==> config.mk <==
export PLATFORM = sky130hd
export DESIGN_NAME = ota_reboot_req
export DESIGN_NICKNAME = d
export VERILOG_FILES = /design/src/rtl/ota_reboot_req.sv
export SDC_FILE = /design/constraint.sdc
export NUM_CORES = 1
export LEC_CHECK = 0
export CAP_MARGIN = 25
export CORE_AREA = 3 3 129 131
export DETAILED_ROUTE_END_ITERATION = 8
export DIE_AREA = 0 0 132 134
export PLACE_DENSITY = 0.53
export SETUP_SLACK_MARGIN = 0.4
export SLEW_MARGIN = 10
export SYNTH_ARGS = -nofsm -noshare
export SYNTH_HDL_FRONTEND = slang
export SYNTH_SLANG_ARGS = --single-unit
==> constraint.sdc <==
create_clock -name clk -period 6.6 [get_ports clk]
set_input_delay 0.99 -clock clk [delete_from_list [all_inputs] [get_ports clk]]
set_output_delay 0.99 -clock clk [all_outputs]
set_load 0.01 [all_outputs]
==> src/rtl/ota_reboot_req.sv <==
// rtl/ota_reboot_req.sv - framed reboot-address command parser with hold-off and one-shot trigger
// Accepts A5 5A A3 A2 A1 A0 CS, validates it, then fires a single reboot pulse per reset.
module ota_reboot_req #(
  parameter int unsigned BYTE_TIMEOUT   = 1_000_000,
  parameter int unsigned HOLDOFF_CYCLES = 1024,
  parameter logic [31:0] ADDR_MIN       = 32'h0010_0000,
  parameter logic [31:0] ADDR_MAX       = 32'h00FF_0000,
  parameter int unsigned ALIGN_BITS     = 16
) (
  input  logic        clk,
  input  logic        rst_n,
  input  logic [7:0]  rx_data,
  input  logic        rx_valid,
  output logic        rx_ready,
  output logic        trigger,
  output logic [31:0] address,
  output logic        busy,
  output logic        err_csum,
  output logic        err_addr,
  output logic        err_timeout
);

  localparam int TW = $clog2(BYTE_TIMEOUT) + 1;
  localparam int HW = $clog2(HOLDOFF_CYCLES) + 1;
  localparam logic [TW-1:0] TO_LAST    = TW'(BYTE_TIMEOUT - 1);
  localparam logic [HW-1:0] HO_LAST    = HW'(HOLDOFF_CYCLES - 1);
  localparam logic [31:0]   ALIGN_MASK = 32'((64'd1 << ALIGN_BITS) - 64'd1);

  typedef enum logic [2:0] {
    S_IDLE, S_MAGIC2, S_ADDR, S_CSUM, S_CHECK, S_HOLDOFF, S_FIRE, S_DONE
  } state_e;

  // Reset asserts asynchronously but releases two clocks later, in step with clk.
  logic [1:0] rst_sync_q, rst_sync_d;
  logic       rst_int_n;

  always_comb rst_sync_d = {rst_sync_q[0], 1'b1};

  always_ff @(posedge clk or negedge rst_n) begin
    if (!rst_n) rst_sync_q <= 2'b00;
    else        rst_sync_q <= rst_sync_d;
  end

  assign rst_int_n = rst_sync_q[1];

  state_e          state_q, state_d;
  logic [31:0]     addr_shift_q, addr_shift_d;
  logic [1:0]      idx_q, idx_d;
  logic [7:0]      cs_q, cs_d;
  logic [31:0]     address_q, address_d;
  logic            busy_q, busy_d;
  logic [TW-1:0]   to_cnt_q, to_cnt_d;
  logic [HW-1:0]   hold_cnt_q, hold_cnt_d;

  logic            ready_state;
  logic            rx_fire;
  logic [7:0]      exp_cs;
  logic            csum_bad;
  logic            addr_bad;
  logic            timed_state;
  logic            timeout_hit;

  always_comb begin
    ready_state = (state_q == S_IDLE) || (state_q == S_MAGIC2) ||
                  (state_q == S_ADDR) || (state_q == S_CSUM);
    rx_ready    = ready_state && rst_int_n;
    rx_fire     = rx_valid && rx_ready;
    exp_cs      = addr_shift_q[31:24] ^ addr_shift_q[23:16] ^
                  addr_shift_q[15:8]  ^ addr_shift_q[7:0] ^ 8'hFF;
    csum_bad    = (cs_q != exp_cs);
    addr_bad    = (addr_shift_q < ADDR_MIN) || (addr_shift_q > ADDR_MAX) ||
                  ((addr_shift_q & ALIGN_MASK) != 32'h0);
    timed_state = (state_q == S_MAGIC2) || (state_q == S_ADDR) || (state_q == S_CSUM);
    // An arriving byte always beats an expiring timeout.
    timeout_hit = timed_state && (to_cnt_q == TO_LAST) && !rx_fire;
  end

  always_comb begin
    state_d      = state_q;
    addr_shift_d = addr_shift_q;
    idx_d        = idx_q;
    cs_d         = cs_q;
    address_d    = address_q;
    busy_d       = busy_q;
    to_cnt_d     = '0;
    hold_cnt_d   = hold_cnt_q;
    trigger      = 1'b0;
    err_csum     = 1'b0;
    err_addr     = 1'b0;
    err_timeout  = 1'b0;

    if (timed_state) begin
      to_cnt_d = rx_fire ? '0 : to_cnt_q + 1'b1;
    end

    if (timeout_hit) begin
      err_timeout = 1'b1;
      state_d     = S_IDLE;
      to_cnt_d    = '0;
    end else begin
      case (state_q)
        S_IDLE: begin
          if (rx_fire && rx_data == 8'hA5) state_d = S_MAGIC2;
        end
        S_MAGIC2: begin
          if (rx_fire) begin
            if (rx_data == 8'h5A) begin
              state_d = S_ADDR;
              idx_d   = 2'd0;
            end else if (rx_data != 8'hA5) begin
              state_d = S_IDLE;
            end
          end
        end
        S_ADDR: begin
          if (rx_fire) begin
            addr_shift_d = {addr_shift_q[23:0], rx_data};
            idx_d        = idx_q + 2'd1;
            if (idx_q == 2'd3) state_d = S_CSUM;
          end
        end
        S_CSUM: begin
          if (rx_fire) begin
            cs_d    = rx_data;
            state_d = S_CHECK;
          end
        end
        S_CHECK: begin
          if (csum_bad) begin
            err_csum = 1'b1;
            state_d  = S_IDLE;
          end else if (addr_bad) begin
            err_addr = 1'b1;
            state_d  = S_IDLE;
          end else begin
            address_d  = addr_shift_q;
            busy_d     = 1'b1;
            hold_cnt_d = '0;
            state_d    = S_HOLDOFF;
          end
        end
        S_HOLDOFF: begin
          if (hold_cnt_q == HO_LAST) state_d = S_FIRE;
          else                       hold_cnt_d = hold_cnt_q + 1'b1;
        end
        S_FIRE: begin
          trigger = 1'b1;
          state_d = S_DONE;
        end
        S_DONE: begin
          state_d = S_DONE;
        end
        default: state_d = S_IDLE;
      endcase
    end
  end

  always_ff @(posedge clk or negedge rst_int_n) begin
    if (!rst_int_n) begin
      state_q      <= S_IDLE;
      addr_shift_q <= 32'h0;
      idx_q        <= 2'd0;
      cs_q         <= 8'h0;
      address_q    <= 32'h0;
      busy_q       <= 1'b0;
      to_cnt_q     <= '0;
      hold_cnt_q   <= '0;
    end else begin
      state_q      <= state_d;
      addr_shift_q <= addr_shift_d;
      idx_q        <= idx_d;
      cs_q         <= cs_d;
      address_q    <= address_d;
      busy_q       <= busy_d;
      to_cnt_q     <= to_cnt_d;
      hold_cnt_q   <= hold_cnt_d;
    end
  end

  assign address = address_q;
  assign busy    = busy_q;

endmodule

==> results.cfg <==
[global_route]
grtUsageTotal_pct = 12.0
grt_pass1_wl_mm = 17.0
grt_pass1_vias = 3260
grt-ovfl-total = 0
grt_max_degree = 74
antenna_found_initial = 0

[routing]
post_drt_wl_per_cell_um = 14.7
viasPerCell = 4.68
drtIter0Drc = 89
final_antenna_net_count = 0
totalWireLength_mm = 10.0
vias = 3181
drt_pass1_iterations = 4
drc = 0

[clock_tree]
htree_levels = 3
cts-buffers-inserted = 9
ctsHoldBuffers = 0
clock_sinks = 112
clockBufferDepth = 2
cts_tree = done
insertion_delay_ns = 0.36
post_cts_buffers = 0
ctsRootBufferMaster = clkbuf_16
cts_resized = 0
clk_pin_slew_ns = 0.08

[logic_synthesis]
synth.ff_latch_count = 112
avgSynthCellArea_um2 = 12.4
synth_area_leader_cell = dfrtp_1
synthMuxAreaShare_pct = 11.5
yosys.area_share.simple_pct = 16.7
synth_edf_count = 0
synth-xor-area-share_pct = 10.3
synth_compound_area_share_pct = 3.77
synth_adder_area_share_pct = 0.739
ys_warn_count = 0
synth_common_cells = dfrtp_1 (112), mux2_2 (41), nor2_1 (34), xnor2_1 (29), and2_1 (28)
yosysSeqAreaShare_pct = 55.2
synth_cell_types = 46
ys.flop_type = dfrtp_1
yosysMostFrequentCell = dfrtp_1
synth_fp_nets = 422
synth_top_family_by_area = simple AND/OR/NAND/NOR gates
syn_area_um2 = 5080
async_reset_ff_share_pct = 100
synth_area_leaders = dfrtp_1 (55%), mux2_2 (9.1%), xnor2_1 (5.0%)
synth.top_cell.area_share_pct = 55.2
syn_inst = 408

[floorplanning]
initial_core_util_pct = 32.3
design.core.area_um2 = 15700
die-area_um2 = 17700
io_pins = 49
die_y_um = 134
fp.dieW_um = 132
floorplan.rows = 46

[setup_path]
cp.arrival_ns = 2.84
timing.rr.start = addr_shift_q[9]$_DFFE_PN0P_
critPathLaunch = to_cnt_q[10]$_DFF_PN0_
r2r-end = address[22]$_DFFE_PN0P_
slowest_stage = or4b_2
critPathCaptureType = output pin
critPathMaxStageDelay_ns = 0.68
cp.required_ns = 5.61
reg2reg_depth = 6
critPathLaunchType = register
worstPathCellList = or4b_2 -> nor3_1 -> nand4_1 -> nor4_1 -> clkdlybuf4s50_1
rrSetupSlack_ns = 3.69
crit_fanout = 6
crit_type = reg -> out

[power]
internal_power_w = 0.00100
p_leak_nw = 2.74
swShare_pct = 23.0
max-vdd-ir-drop_mv = 0.121
combinationalPowerShare_pct = 2.5
seq_power_share_pct = 53.4
clkPwrFrac_pct = 44.2
power_density_nw_per_um2 = 212
p_sw_w = 0.000300

[cells_and_area]
syn2layout_area_growth_pct = 20.7
antenna_cells = 0
nets = 473
drive_gt1_share_pct = 17.5

[sta]
rsz0062_at_grt = no
tightest_slew_ns = 0.771
period_share_pct = 58.1
tns_ns = 0
max_freq_mhz = 261
slew-limit-headroom_pct = 48.5
setup_viol_count_final = 0
hold_viol_final = 0
fin_crit_ns = 3.83
skew_ns = 0.0115
fin_ws_ns = 2.77
final_max_slew_viol_count = 0

[place]
hpwl_mm = 6.85
io_buffers = 48
dpl_worst_slack_ns = 2.85
gp_congestion = 0.754

[hold_path]
holdCritPathClass = reg -> async

[run_status]
status = finished clean

[flow_run]
cap_violations = 0
## power groups by stage
stage | combinational [W] | clock (W) | sequential [W]
after floorplan | 0.0000121 | 0 | 0.000712
after global placement | 0.0000310 | 0 | 0.000709
after detailed placement | 0.0000312 | 0 | 0.000709
after CTS | 0.0000313 | 0.000597 | 0.000695
after global routing | 0.0000359 | 0.000623 | 0.000696
final | 0.0000319 | 0.000575 | 0.000695
## area by class of cell
type | count | area [um^2]
Inverter | 6 | 22.5
Tap cell | 216 | 270
Sequential cell | 112 | 2810
Fill cell | 1478 | 9580
Clock buffer | 9 | 225
Multi-Input combinational cell | 277 | 2190
Clock inverter | 7 | 83.8
Timing Repair Buffer | 53 | 531
## layer usage
metal	vias up	track usage, %	share of wire [%]
li1	1540	-	-
met1	1571	16.7	49
met2	54	17.5	44
met3	16	3.08	3.7
met4	0	5.72	2.6
met5	-	0	0
## how the worst max path moves through the flow
stage,endpoint,slack [ns],cells past startpoint
2_1_floorplan,addr_shift_q[4]$_DFFE_PN0P_,1.98,4
5_1_grt,err_timeout,2.59,5
4_1_cts,err_timeout,2.67,5
6_report,err_timeout,2.77,5
3_5_place_dp,err_timeout,2.85,4
3_3_place_gp,err_timeout,2.87,4
## logic make-up after synthesis
family,Yosys count
simple gates,151
buf+inv,19
mux,49
xor+xnor,47
compound gates,26
fa+ha+maj,3
other cells,1
flops,112
## stage by stage
step,cells,hold WS (ns),util (%),total power [W],area (um^2)
4_1_cts,679,0.328,38.9,0.00132,6110
5_1_grt,680,0.354,39.0,0.00135,6130
3_5_place_dp,663,0.329,36.9,0.000740,5800
2_1_floorplan,408,0.331,-,0.000724,5080
6_report,680,0.282,39.0,0.00130,6130
3_3_place_gp,663,0.330,36.9,0.000740,5800
## worst max-delay path, delay by kind of cell, from the launching register on
family                 cells  cell delay (ns)
buffers and inverters      1             0.63
AND/OR/NAND/NOR            4             1.44
flip-flops                 1             0.43
## state kept, by name, summed over array words and instances, names as in the netlist
register / count
addr_shift_q: 32
address: 32
busy: 1
cs_q: 8
hold_cnt_q: 11
idx_q: 2
rst_sync_q: 2
state_q: 3
to_cnt_q: 21
## cells in the final DEF (no fill, tap or decap), types with 5 or more instances in the layout
master | netlist | layout
inv_1 | 5 | 5
nor2_1 | 34 | 34
mux2_4 | 8 | 8
nand2_1 | 20 | 20
mux2_2 | 41 | 41
clkdlybuf4s50_1 | 0 | 48
nor4_1 | 10 | 10
and3_1 | 9 | 9
nand4_1 | 11 | 11
and2_1 | 28 | 28
a21oi_1 | 6 | 6
xnor2_1 | 29 | 29
xnor3_1 | 8 | 8
clkbuf_16 | 0 | 9
nand3_1 | 12 | 12
xor2_1 | 10 | 10
nor3_1 | 7 | 7
dfrtp_1 | 112 | 111
Note: power is estimated with default switching activity, not from simulation.
